## src/rtl/mult_share_arb.sv

```systemverilog
// rtl/mult_share_arb.sv - round-robin time-sharing controller for one 4x4 multiplier
module mult_share_arb #(
  parameter int WIDTH = 4
) (
  input  logic               clk,
  input  logic               rst_n,
  input  logic               req0_valid,
  input  logic [WIDTH-1:0]   req0_a,
  input  logic [WIDTH-1:0]   req0_b,
  output logic               req0_ready,
  input  logic               req1_valid,
  input  logic [WIDTH-1:0]   req1_a,
  input  logic [WIDTH-1:0]   req1_b,
  output logic               req1_ready,
  output logic [WIDTH-1:0]   mul_a,
  output logic [WIDTH-1:0]   mul_b,
  input  logic [2*WIDTH-1:0] mul_out,
  output logic               rsp0_valid,
  output logic [2*WIDTH-1:0] rsp0_data,
  input  logic               rsp0_ready,
  output logic               rsp1_valid,
  output logic [2*WIDTH-1:0] rsp1_data,
  input  logic               rsp1_ready,
  output logic               busy,
  output logic [7:0]         op_count
);

  typedef enum logic [1:0] {IDLE, MUL, RESP} state_t;

  state_t             state, state_nxt;
  logic               owner;
  logic               last_grant;
  logic [2*WIDTH-1:0] result;
  logic               grant0, grant1;
  logic               rsp_fire;

  // Round-robin pick: a lone requester wins, contention goes to the one not served last
  always_comb begin
    grant0 = req0_valid & (~req1_valid | last_grant);
    grant1 = req1_valid & (~req0_valid | ~last_grant);
  end

  // Response handshake of the current owner; the other port's ready is ignored
  always_comb begin
    rsp_fire = (state == RESP) & (owner ? rsp1_ready : rsp0_ready);
  end

  // State register
  always_ff @(posedge clk or negedge rst_n) begin
    if (!rst_n) state <= IDLE;
    else        state <= state_nxt;
  end

  // Next-state logic
  always_comb begin
    state_nxt = state;
    case (state)
      IDLE:    if (req0_ready | req1_ready) state_nxt = MUL;
      MUL:     state_nxt = RESP;
      RESP:    if (rsp_fire) state_nxt = IDLE;
      default: state_nxt = IDLE;
    endcase
  end

  // Output decode; ready is also forced low while reset is asserted
  always_comb begin
    busy       = (state != IDLE);
    req0_ready = rst_n & (state == IDLE) & grant0;
    req1_ready = rst_n & (state == IDLE) & grant1;
    rsp0_valid = (state == RESP) & ~owner;
    rsp1_valid = (state == RESP) & owner;
    rsp0_data  = rsp0_valid ? result : '0;
    rsp1_data  = rsp1_valid ? result : '0;
  end

  // Datapath: latch winner operands, capture product, count completions
  always_ff @(posedge clk or negedge rst_n) begin
    if (!rst_n) begin
      mul_a      <= '0;
      mul_b      <= '0;
      result     <= '0;
      owner      <= 1'b0;
      last_grant <= 1'b1;
      op_count   <= 8'd0;
    end else begin
      if (req0_ready) begin
        mul_a      <= req0_a;
        mul_b      <= req0_b;
        owner      <= 1'b0;
        last_grant <= 1'b0;
      end else if (req1_ready) begin
        mul_a      <= req1_a;
        mul_b      <= req1_b;
        owner      <= 1'b1;
        last_grant <= 1'b1;
      end
      if (state == MUL) result <= mul_out;
      if (rsp_fire) op_count <= op_count + 8'd1;
    end
  end

endmodule

```

## config.mk

```make
export PLATFORM = sky130hd
export DESIGN_NAME = mult_share_arb
export DESIGN_NICKNAME = d
export VERILOG_FILES = /design/src/rtl/mult_share_arb.sv
export SDC_FILE = /design/constraint.sdc
export NUM_CORES = 1
export LEC_CHECK = 0
export CAP_MARGIN = 30
export CORE_MARGIN = 2
export CORE_UTILIZATION = 44
export DETAILED_ROUTE_END_ITERATION = 8
export PLACE_DENSITY = 0.86
export SYNTH_ARGS = -nofsm -noshare
export SYNTH_HDL_FRONTEND = slang
export SYNTH_SLANG_ARGS = --single-unit
```

## constraint.sdc

```tcl
create_clock -name clk -period 3.9 [get_ports clk]
set_clock_uncertainty 0.2 [all_clocks]
set_input_delay 0.78 -clock clk [delete_from_list [all_inputs] [get_ports clk]]
set_output_delay 0.78 -clock clk [all_outputs]
set_load 0.005 [all_outputs]
```

* Word level (Yosys, flattened, before mapping)
Cells that the tools add are included.
** Operators by class
- Add/sub/neg operators :: 1
- Equality and inequality tests :: 4
- Mux-type cells :: 12
- Bitwise logic cells :: 15
- Reduce and logical (&&, ||, !) cells :: 4
** Operators with widths (number)
- $mux 4 :: 4
- $mux 8 :: 2
- $add 8x1->8 const B :: 1
- $and 1x1->1 :: 8
- $pmux 2 s3 :: 1
- $mux 2 :: 2
- $ne 2x2->1 const B :: 2
- $not 1->1 :: 4
- $reduce_bool 2->1 :: 2
- $mux 1 :: 3
- $or 1x1->1 :: 3
- $eq 2x1->1 const B :: 1
- $eq 2x2->1 const B :: 1
- $logic_not 2->1 :: 1
- $reduce_and 2->1 :: 1
** Word-level totals
- Flip-flop bits (word level) :: 28
- Input bits :: 30
- Output and inout port bits :: 37
- Word-level logic and storage cells :: 43

* Depth between registers and ports, before layout
- Depth in word-level cells :: 7
- Mapped depth :: 5
- Gate-level depth less buffers :: 4

* Least setup slack after synthesis
OpenSTA, ideal clock, no wires.
- Kind :: input-to-output
- From :: in rst_n
- To :: out req1_ready
- Arrival time :: 1.323 ns
- Setup slack :: 1.597 ns
- Stages :: 2
- Path buffers :: 0
- Path through :: nor3b_4 -> and3_1
** Between the ends
- Cells in the longest elaborated chain, start to end :: 2
** RTL lines
- start, declared :: line 6 : input logic rst_n,
- $and 1x1->1 (2 in series) :: line 69 : req1_ready = rst_n & (state == IDLE) & grant1;
- end, declared :: line 14 : output logic req1_ready,
No other way between the ends.

* Worst setup path in the final report
Same ends and word-level chain as after synthesis.

==> key figures <==
Outcome
  • Outcome: finished clean

Min path
  • Hold Crit Endpoint: op_count[7]$_DFFE_PN0P_
  • Hold depth: 1
  • Hold crit path type: register to register
  • Hold Path Origin: op_count[7]$_DFFE_PN0P_

Timing
  • Final min period: about 3.3 ns
  • Maximum clock frequency: 0.3042 GHz
  • Worst Tran Pin Value: between 0.5 and 0.6 ns
  • Hold Fails Final Rpt: 0
  • Slew HR: between 60% and 70%
  • Final setup vio count: 0
  • Final worst-path cycle share: a little over four fifths
  • Fin. max-slew vios: 0
  • Total negative slack: 0 ns
  • RSZ-0062 raised after global routing: no
  • Hold WS: between 0.2 and 0.3 ns

Cells and area
  • Layout area overhead: 49.52%
  • Fillcell total: about 250
  • Layout Cells excl Fill: around 240
  • Nets: between 200 and 250
  • Share of cells above drive strength 1: 10.05%
  • Diode count: 0

Synthesis
  • Main flop type after synthesis: dfrtp_1
  • Syn_nets: around 170
  • EDFF count, synth: 0
  • Largest area contributor in the netlist: dfrtp_1
  • Cell with the most instances after synthesis: dfrtp_1
  • Syn. warnings: 0
  • Async S/R FF share, synth: 100.0%
  • Yosys cell types: 32
  • Flops & latches, synth: 28
  • Post-Syn Area: around 0.0014 mm²
  • Post-synth top area share: 46.83%
  • Synthesized area per cell: 10.61 µm²
  • Largest cells by area after synthesis: dfrtp_1 47%, and2_1 7.4%, mux2_2 7.0%
  • Synth cell count leaders: 27 x dfrtp_1, 17 x and2_1, 9 x mux2_2, 9 x nand4_1
  • Gate Count Post-Synth: 136
  • Seq/Total Area, Yosys: between 40% and 50%

Power and ir drop
  • PD cells: roughly 600 mW/mm²
  • P_leak: just under 0.0009 µW
  • Power Total: roughly 1300 µW
  • Max VDD drop: 0.4074 mV

Routing
  • DR vias: roughly 1300
  • Residual DRC: 0
  • Met1 Wirelength: around 1500 µm
  • Wire per inst: ~15 µm
  • Final wirelength: 3550 µm
  • Post-route ant nets: 0
  • Drt via density: 5.255
  • Routed wl met2: approximately 1700 µm
  • DR top layer: met4
  • Initial DRC count: 43
  • Met3 wire length: ~250 µm
  • DR pass1 iterations: 4

Floorplanning
  • Rows: 20
  • Die width: 61.26 µm
  • Initial core utilization: 46.87%
  • Ports: 67
  • Core footprint: just over 0.003 mm²
  • Die ar.: 0.003753 mm²
  • DIE HEIGHT: between 60 and 70 µm

Setup path
  • CP Class: input port to output pin
  • Kind of end point of the critical path: output pin
  • CP max FO: 3
  • Slowest-stage cell, CP: clkdlybuf4s50_1
  • Critical R2R Launch: state[1]$_DFFE_PN0P_
  • Worst R2R End: mul_b[2]$_DFFE_PN0P_
  • Worst EP arrival: roughly 2.3 ns
  • Crit-path cells: clkdlybuf4s50_1, nor3b_4, and3_1, clkdlybuf4s50_1
  • Reg2reg path depth: 4
  • Crit-path most repeated cell: clkdlybuf4s50_1
  • Delay of the slowest critical-path stage: about 0.52 ns
  • Type of origin of the critical path: input port
  • Flop2flop setup slack: between 2 and 2.5 ns
  • Worst EP required: 2.92 ns

Clock network
  • Setup Buffers After CTS: 0
  • Clock buffer count from CTS: 3
  • Post-CTS resize count: 0
  • Worst-path clk slew: ~0.15 ns
  • Htree depth: 1
  • Clock root cell: clkbuf_4
  • CTS tree: done
  • Clk buf depth: 2
  • Clk sink count: 28
  • Clock Latency Late Sink: about 0.33 ns
  • CTS hold repair buffers: 0

Run
  • Max-Cap Viols: 0

Placed design
  • DP Wirelength: 2813 µm
  • Port Buffer Count: between 60 and 70
  • Gp weighted congestion: 0.8027
  • DP Cell Count: approximately 240

Global route
  • Total grt overflow: 0
  • First-pass GRT wire length: 5368 µm
  • Largest net degree at the start of global routing: 30
  • Number of antenna violations at the first check in global routing: 0
  • Total GRT Usage: about a fifth
  • Vias in the first global route: 1173
worst max path at each step:
| stage | start | to | slack [ns] | depth (start not counted) |
|---|---|---|---|---|
| 2_1_floorplan | rst_n | req1_ready | 1.60 | 2 |
| 4_1_cts | rst_n | req1_ready | 0.63 | 4 |
| 3_3_place_gp | rst_n | req1_ready | 0.66 | 4 |
| 3_5_place_dp | rst_n | req1_ready | 0.64 | 4 |
| 6_report | rst_n | req1_ready | 0.61 | 4 |
| 5_1_grt | state[0]$_DFFE_PN0P_ | rsp0_data[4] | 0.48 | 4 |
area by class of cell:
| class | count | area [µm²] | area share (%) |
|---|---|---|---|
| inverter | 4 | 15.01 | 0.6961 |
| clock buffer | 4 | 36.28 | 1.682 |
| timing repair buffer | 68 | 675.6 | 31.32 |
| sequential | 28 | 701.9 | 32.54 |
| tap | 44 | 55.05 | 2.552 |
| multi-input combinational | 95 | 673.1 | 31.21 |
cells in the final DEF, fill, tap and decap left out:
master,instances
a21oi_1,8
clkdlybuf4s50_1,66
ha_1,1
nand2_1,2
nor3b_1,1
o31ai_1,8
and2_1,17
and3_1,1
a31oi_1,8
buf_4,2
dfstp_2,1
mux2i_2,1
nor3b_4,1
nand2b_1,2
clkbuf_8,1
nor2_1,3
inv_1,4
or2_2,1
mux2_2,9
nor4_1,3
nand3_1,4
or2_0,1
xor2_1,7
nor2b_1,1
clkbuf_4,3
nor3_1,2
a21o_1,3
nand4_1,9
dfrtp_1,27
or3b_1,1
and2b_2,1
flip-flops by register name, indices dropped and copies added, names as in the netlist:
signal / flops
last_grant: 1
mul_a: 4
mul_b: 4
op_count: 8
owner: 1
result: 8
state: 2
logic make-up (layout without fill, tap and decap cells):
kind of cell / count (synthesis) / count (layout) / synth area share [%]
multiplexers: 10 / 10 / 7.979
AND/OR/NAND/NOR: 50 / 50 / 21.60
adder cells (fa/ha/maj): 1 / 1 / 0.8672
flip-flops: 28 / 28 / 48.66
AO/OA/AOI/OAI: 27 / 27 / 11.97
XOR/XNOR: 7 / 7 / 4.250
buffers and inverters: 13 / 76 / 4.682
critical path, delay by kind of cell:
family / cells / cell delay, ns
buffers and inverters: 2 / 1.02
and+or+nand+nor: 2 / 0.51
metal layers:
metal  global-route usage [%]  up-vias
met1                    24.63      594
met4                    6.522        0
met3                    3.151        6
li1                         -      611
met5                        0        -
met2                    34.50       66
report_power, final:
group          internal (µW)  switching [µW]
Combinational            383             242
Sequential               429             122
Clock                   57.2            84.6
stage by stage:
stage | instance area, µm² | setup slack (ns) | utilization, %
6_report | 2157 | 0.6124 | 70.08
5_1_grt | 2157 | 0.4776 | 70.08
4_1_cts | 2157 | 0.6294 | 70.08
3_5_place_dp | 2121 | 0.6388 | 68.90
3_3_place_gp | 2121 | 0.6566 | 68.90
2_1_floorplan | 1443 | 1.597 | -
Power figures use the tool's default switching activity.
==> RTL edit, RTL diff (same settings) <==
Reset style: synchronous (`rst_n`), changed in 2 clocked blocks.
--- a/src/rtl/mult_share_arb.sv
+++ b/src/rtl/mult_share_arb.sv
@@ -48,3 +48,3 @@
   // State register
-  always_ff @(posedge clk or negedge rst_n) begin
+  always_ff @(posedge clk) begin
     if (!rst_n) state <= IDLE;
@@ -76,3 +76,3 @@
   // Datapath: latch winner operands, capture product, count completions
-  always_ff @(posedge clk or negedge rst_n) begin
+  always_ff @(posedge clk) begin
     if (!rst_n) begin
Formal check against the unedited RTL: differs if rst_n is asserted again (counterexample within 4 cycles, from zero or initial values and one cycle with rst_n low); with rst_n held inactive, the same outputs for 10 cycles.
==> RTL edit against the original RTL <==
- count of clock-buffer cells in the layout shrank 1
- wire length grew 7.0%
- final cell count grew 17%
- synthesized area grew 5.1%
- critical path type is now flip-flop to output port
- final area grew 4.6%
- first-iteration DRC count grew 91%
- maximum frequency shrank 0.72%
- highest routed layer unchanged
- register-to-register slack lost 0.04 ns
- sequential cell count is the same
- non-clock buffer count grew 3
- critical endpoint is now rsp0_data[6]
- setup slack lost 0.024 ns
Power is not compared: it rests on default switching activity, and its combinational part moved more than twofold at a synthesized area within 25%.
==> RTL edit: results (changes against the original RTL) <==
| Metric | Value |
|---|---|
| Fin Hold WS | `0.272 ns (-0.0159 ns)` |
| Post-synthesis average cell area | `8.62 um^2 (-19%)` |
| Vias | `1528 (+20%)` |
| GRT Total Usage | `0.198 (+0.00163)` |
| Layout Nets | `270 (+17%)` |
| Status | `finished clean` |
| Predominant post-synthesis flop cell | `dfxtp_1` |
| Synth Area in Compound Gates | `0.231 (+0.111)` |
| Worst Setup EP | `rsp0_data[6]` |
| Pin count of the biggest net entering global routing | `18 (-40%)` |
| Ranking of synthesized cells by area | `dfxtp_1 (37%), a21oi_1 (5.3%), o311a_1 (5.3%)` |
| Post-Synth XOR/XNOR Area | `0 (-0.0425)` |
| Adder-Cell Fraction of Synth Area | `0.00825 (-0.000422)` |
| Sequential logic power | `0.000320 W` |
| Hold Startpoint | `result[0]` |
| Seq. cell area | `561 um^2 (-20%)` |
| Wire length on met2 | `1890 um (+11%)` |
| Min Tclk post-route | `3.31 ns (+0.0237 ns)` |
| Initial drt markers | `82 (+91%)` |
| Placement Setup Slack | `0.646 ns (+0.00731 ns)` |
| RR Startpoint | `owner` |
| CP max-delay cell | `dfxtp_1` |
| CP max FO | `9 (+6)` |
| Global routing usage on met3 | `0.0432 (+0.0117)` |
| Post-synth ARST share | `0 (-1.00)` |
| Uppermost layer routed | `met4` |
| Cell Area, Placed | `0.00220 mm^2 (+4.0%)` |
| R2R setup slack | `2.06 ns (-0.04 ns)` |
| Crit path from | `state[1]` |
| Post-synth top cells | `dfxtp_1 (28), nand2_1 (19), a21oi_1 (16)` |
| Slowest stage delay, CP | `0.57 ns (+0.05 ns)` |
| Post-synthesis mux area share | `0.0132 (-0.0666)` |
| Wire length per cell | `13.4 um (-8.4%)` |
| Met2 Usage GRT | `0.353 (+0.00851)` |
| Routability cong. | `0.764 (-4.8%)` |
| Layout cell share with drive strength beyond 1 | `0.0840 (-0.0165)` |
| First-pass GRT wire length | `6420 um (+20%)` |
| Unique masters post-synth | `38 (+19%)` |
| Seq/Total Area, Yosys | `0.370 (-0.117)` |
| Syn Nets | `207 (+24%)` |
| Hold Path Cell Cnt | `2 (+1)` |
| M1 WL | `1640 um (+6.2%)` |
| Detailed-route wire length | `3800 um (+7.0%)` |
| Reg2reg end | `op_count[6]` |
| Fill cells | `296 (+19%)` |
[RTL edit: cell count changes after synthesis, sizes merged, moves of 6 or more]
cell    before  now
and2        17    9
o21bai       0    8
mux2         9    0
clkbuf       2    8
xor2         7    0
a21oi        8   16
nand2        2   19
and3         1    9
o311a        0    8
dfrtp       27    0
dfxtp        0   28
nand4        9    1
and4         0    8
inv          4   11
[RTL edit: worst max-delay path: cells and delay by family (launching register included)]
family	cells	cell delay (ns)
flops	1	0.57
simple gates	3	0.90
buf+inv	1	0.52
[RTL edit: cell families after synthesis]
kind of cell / count (synthesis)
simple gates: 70
compound gates: 50
flops: 28
buf+inv: 25
mux: 2
fa+ha+maj: 1
[RTL edit: cell type report]
cell class | instances | share of cell area
Timing Repair Buffer | 71 | 0.309
Tap cell | 46 | 0.0255
Sequential cell | 28 | 0.248
Inverter | 12 | 0.0200
Multi-Input combinational cell | 123 | 0.374
Clock inverter | 1 | 0.0133
Clock buffer | 3 | 0.00998
